==> config.mk <==
export PLATFORM = sky130hd
export DESIGN_NAME = modacc249857s
export DESIGN_NICKNAME = d
export VERILOG_FILES = /design/src/rtl/modacc249857s.sv
export SDC_FILE = /design/constraint.sdc
export NUM_CORES = 1
export LEC_CHECK = 0
export BUFFER_PORTS_ARGS = -buffer_cell sky130_fd_sc_hd__buf_2
export CAP_MARGIN = 25
export CORE_ASPECT_RATIO = 1.75
export CORE_MARGIN = 3
export CORE_UTILIZATION = 35
export DETAILED_ROUTE_END_ITERATION = 10
export PLACE_DENSITY = 0.61
export SYNTH_ARGS = -nofsm -noshare
export SYNTH_HDL_FRONTEND = slang
export SYNTH_SLANG_ARGS = --single-unit
==> constraint.sdc <==
create_clock -name clk -period 4.16 [get_ports clk]
set_clock_uncertainty 0.1 [all_clocks]
set_input_delay 0.832 -clock clk [delete_from_list [all_inputs] [get_ports clk]]
set_output_delay 0.832 -clock clk [all_outputs]
set_load 0.01 [all_outputs]
==> src/rtl/modacc249857s.sv <==
// Modular accumulator: sums len signed terms, reducing mod+-249857 each step.
// Optional MODACC249857S_RANGECHK_EN zeroes out-of-range terms and flags err.
module modacc249857s #(
    parameter int LENW = 10
) (
    input  logic                   clk,
    input  logic                   rst,
    input  logic                   start,
    input  logic [LENW-1:0]        len,
    input  logic                   inV,
    input  logic signed [17:0]     inZ,
    output logic                   busy,
    output logic                   outV,
    output logic signed [17:0]     outZ,
    output logic                   err
);

    localparam logic signed [18:0] MOD  = 19'sd249857;
    localparam logic signed [18:0] HALF = 19'sd124928;

    typedef enum logic [1:0] {IDLE, ACC, DONE} state_t;

    state_t                r_state;
    state_t                w_next;
    logic [LENW-1:0]       r_cnt;
    logic signed [17:0]    r_acc;
    logic signed [17:0]    r_outZ;
    logic signed [17:0]    w_term;
    logic signed [18:0]    w_sum;
    logic signed [18:0]    w_red19;
    logic signed [17:0]    w_red;
    logic                  w_load;
    logic                  w_take;
    logic                  w_last;

    assign w_load = (r_state != ACC) && start;
    assign w_take = (r_state == ACC) && inV;
    assign w_last = w_take && (r_cnt == LENW'(1));

`ifdef MODACC249857S_RANGECHK_EN
    logic w_oor;
    logic r_err;

    assign w_oor  = (inZ > 18'sd124928) || (inZ < -18'sd124928);
    assign w_term = w_oor ? 18'sd0 : inZ;
    assign err    = r_err;

    // Cleared only when a new run is accepted
    always_ff @(posedge clk or posedge rst) begin
        if (rst) begin
            r_err <= 1'b0;
        end else if (w_load) begin
            r_err <= 1'b0;
        end else if (w_take && w_oor) begin
            r_err <= 1'b1;
        end
    end
`else
    assign w_term = inZ;
    assign err    = 1'b0;
`endif

    assign w_sum = {r_acc[17], r_acc} + {w_term[17], w_term};

    always_comb begin
        w_red19 = w_sum;
        if (w_sum > HALF) begin
            w_red19 = w_sum - MOD;
        end else if (w_sum < -HALF) begin
            w_red19 = w_sum + MOD;
        end
    end

    assign w_red = w_red19[17:0];

    always_ff @(posedge clk or posedge rst) begin
        if (rst) begin
            r_state <= IDLE;
        end else begin
            r_state <= w_next;
        end
    end

    always_comb begin
        w_next = r_state;
        busy   = 1'b0;
        outV   = 1'b0;
        unique case (r_state)
            IDLE: begin
                if (start) begin
                    w_next = (len != '0) ? ACC : DONE;
                end
            end
            ACC: begin
                busy = 1'b1;
                if (w_last) begin
                    w_next = DONE;
                end
            end
            DONE: begin
                outV = 1'b1;
                if (start) begin
                    w_next = (len != '0) ? ACC : DONE;
                end else begin
                    w_next = IDLE;
                end
            end
            default: w_next = IDLE;
        endcase
    end

    // Result register is loaded on entry to DONE and held afterwards
    always_ff @(posedge clk or posedge rst) begin
        if (rst) begin
            r_cnt  <= '0;
            r_acc  <= '0;
            r_outZ <= '0;
        end else if (w_load) begin
            r_cnt <= len;
            r_acc <= '0;
            if (len == '0) begin
                r_outZ <= '0;
            end
        end else if (w_take) begin
            r_acc <= w_red;
            r_cnt <= r_cnt - LENW'(1);
            if (w_last) begin
                r_outZ <= w_red;
            end
        end
    end

    assign outZ = r_outZ;

endmodule
==> impl_metrics.py <==
metrics = {
    "sta": {
        "ratio_of_final_minimum_period_to_clock_period": 0.9603,
        "grt_setup_unrepaired": "false",
        "timing.final.crit_period_ps": 3995,
        "hold_viol_final": 0,
        "layout_setup_ws_ps": 165.1,
        "max_slew_vio_count": 0,
        "final.setup.tns_ps": 0,
        "fin_hold_ws_ps": 359.2,
        "timing.max_slew.rel_slack": 0.6441,
        "max_clock_freq_mhz": 250.3,
        "timing.final.setup_violations": 0,
        "tightest_slew_ps": 532.5,
    },
    "setup_path": {
        "worst-endpoint-required_ps": 4210,
        "timing.critical_path.slowest_cell_delay_ps": 420,
        "critical-path-top-delay-family": "compound AO/OA/AOI/OAI gates",
        "critical_path.n_buffers_inverters": 3,
        "critical_path_peak_fanout": 14,
        "cpMaxStageDelayCell": "sky130_fd_sc_hd__or3_4",
        "path_depth": 14,
        "worst_ep_arrival_time_ps": 4050,
        "critical_path.cell_chain": "buf_2 -> ha_1 -> a21o_1 -> a31o_1 -> a221o_1 -> o2111a_1 -> or3_4 -> nor4_4 -> o221ai_2 -> buf_12 -> buf_4 -> o21bai_1 -> xor2_1 -> o21ai_0",
        "critPathLaunchType": "input port",
        "worst-r2r-cell-count": 13,
        "end_kind": "flop",
        "crit_type": "in2reg",
    },
    "route": {
        "initial_drt_markers": 207,
        "route.vias.total": 4063,
        "drc": 0,
        "drt_pre_antenna_iters": 4,
        "ant_nets": 0,
        "wire_per_inst_um": 17.04,
        "avgViaCountPerCell": 5.651,
        "sum_of_routed_wire_length_over_all_layers_um": 12250,
    },
    "worst_hold_path": {
        "hold_path.class": "in2async",
    },
    "cts": {
        "source_to_sink_clock_delay_at_the_later_pin_of_the_worst_skew_pair_ps": 290,
        "cts.sinks": 48,
        "cts-root-to-sink-buffers": 2,
        "cts.reportedPaths.clkPinSlew_ps": 70,
        "clock_buffer_count_from_cts": 5,
        "clockRootBuffer": "sky130_fd_sc_hd__clkbuf_16",
        "count_of_h_tree_levels_built_during_cts": 2,
        "tritoncts": "done",
    },
    "global_route": {
        "number_of_global_route_vias_before_repair": 4379,
        "leftover_overflow_at_the_end_of_global_routing": 0,
        "grt_first_pass_wirelength_um": 20690,
        "grt.total_usage": 0.2048,
        "largest_net_degree_at_the_start_of_global_routing": 49,
        "antenna_found_initial": 0,
    },
    "place": {
        "numPlacedInstances": 709,
        "hpwl_um": 10090,
        "numPortBuffers": 51,
        "gp_congestion": 0.9099,
        "worst_setup_slack_before_clock_tree_synthesis_ps": -287.4,
    },
    "logic_synthesis": {
        "syn-num-nets": 529,
        "synthDistinctLibCells": 73,
        "synth_area_um2": 3933,
        "yosysWarningCount": 0,
        "synth-main-ff-cell": "sky130_fd_sc_hd__dfrtp_1",
        "syn-mean-instance-area_um2": 8.296,
        "synth_sequential_area_ratio": 0.3054,
        "postSynthCellCount": 474,
        "synth-seq-cells": 48,
        "number_of_synthesized_flops_with_an_enable_pin": 0,
        "async_reset_ff_frac": 1.000,
    },
    "die": {
        "core_rows": 50,
        "placeableCoreArea_um2": 10820,
        "initial_core_util": 0.3634,
        "floorplan_die_height_um": 146.2,
        "io_pins": 53,
        "die-area_um2": 12590,
        "chipWidth_um": 86.13,
    },
    "layout": {
        "antennaDiodeCount": 0,
        "final_layout_size_suffix_gt1_frac": 0.2750,
        "fin_cells": 719,
        "flow.area_growth_from_synthesis_pct": 29.78,
        "nNetsFinal": 643,
        "final_common_cell": "sky130_fd_sc_hd__buf_4",
        "post-route-util": 0.4716,
        "layout.cells.most_common_list": "sky130_fd_sc_hd__buf_4, sky130_fd_sc_hd__nand2_1, sky130_fd_sc_hd__buf_2",
    },
    "pwr": {
        "cellLeakagePower_nw": 2.302,
        "power_density_nw_per_um2": 1014,
        "vdd_drop_max_mv": 0.4478,
    },
    "run_status": {
        "status": "completed",
    },
    "flow_run": {
        "max_cap_violations": 0,
    },
}
[sequential cells by signal (all words and copies together) (netlist names)]
name	flops
r_acc	18
r_cnt	10
outZ	18
r_state	2
[logic make-up after synthesis]
| kind of cell | count (synthesis) | synth area share |
|---|---|---|
| DFF | 48 | 0.3054 |
| AOI/OAI and AO/OA | 155 | 0.2759 |
| adders and majority gates | 23 | 0.07509 |
| other | 1 | 0.0009536 |
| buffers and inverters | 40 | 0.04422 |
| and+or+nand+nor | 169 | 0.2129 |
| xor gates and xnor gates | 35 | 0.07795 |
| muxes | 3 | 0.007636 |
[Yosys cell counts (6+ instances only)]
cell                       number  area share
sky130_fd_sc_hd__a21o_1         9       0.017
sky130_fd_sc_hd__o21ai_0       42       0.053
sky130_fd_sc_hd__nand3_1       19       0.024
sky130_fd_sc_hd__nand2_1       62       0.059
sky130_fd_sc_hd__a21oi_1       25       0.032
sky130_fd_sc_hd__nor2_1        26       0.025
sky130_fd_sc_hd__xnor2_1       27       0.060
sky130_fd_sc_hd__nand4_1       10       0.016
sky130_fd_sc_hd__o211ai_1       6       0.011
sky130_fd_sc_hd__nor3_1        11       0.014
sky130_fd_sc_hd__a22o_1        14       0.031
sky130_fd_sc_hd__o21ai_1        6      0.0076
sky130_fd_sc_hd__inv_1         17       0.016
sky130_fd_sc_hd__dfrtp_1       48        0.31
sky130_fd_sc_hd__nand2b_1       8       0.013
sky130_fd_sc_hd__clkbuf_1      15       0.014
sky130_fd_sc_hd__o22ai_1        7       0.011
sky130_fd_sc_hd__xor2_1         8       0.018
sky130_fd_sc_hd__ha_1          22       0.070
[per-layer routing]
layer,track usage,part of all wire,vias to the layer above
li1,-,-,1976
met1,0.2206,0.37,1937
met2,0.3810,0.55,109
met3,0.02033,0.034,41
met4,0.1062,0.046,0
met5,0,0,-
[worst paths after layout]
path | start | to | slack [ps]
max | inZ[7] | outZ[14]$_DFFE_PP0P_ | 170
min | rst | outZ[3]$_DFFE_PP0P_ | 360
max reg2reg | r_acc[7]$_DFFE_PP0P_ | outZ[14]$_DFFE_PP0P_ | 420
min reg2reg | outZ[11]$_DFFE_PP0P_ | outZ[11]$_DFFE_PP0P_ | 380
max in group asynchronous | rst | outZ[15]$_DFFE_PP0P_ | 3110
min in group clk | outZ[11]$_DFFE_PP0P_ | outZ[11]$_DFFE_PP0P_ | 380
[area by class of cell]
| type | count | area (um^2) |
|---|---|---|
| Clock buffer | 6 | 138.9 |
| Clock inverter | 2 | 38.79 |
| Fill cell | 1071 | 5719 |
| Inverter | 17 | 63.81 |
| Multi-Input combinational cell | 386 | 2613 |
| Sequential cell | 48 | 1201 |
| Tap cell | 130 | 162.7 |
| Timing Repair Buffer | 130 | 885.9 |
[timing repair]
item / CTS / global route
hold buffers: 0 / 0
buffers inserted: 0 / 1
endpoints found under the setup margin: 0 / 32
gates resized for setup: 0 / 10
[where the power goes]
group / switching, mW / internal [mW] / total [mW]
logic: 2.10 / 1.75 / 3.84
registers: 0.161 / 0.697 / 0.858
clock network: 0.173 / 0.301 / 0.474
[through the flow]
step / area [um^2] / total power [mW]
floorplan: 3933 / 3.109
global placement: 4843 / 4.520
detailed placement: 4843 / 4.587
CTS: 5021 / 5.097
global route: 5104 / 5.605
finish: 5104 / 5.174
Power figures use the tool's default switching activity.
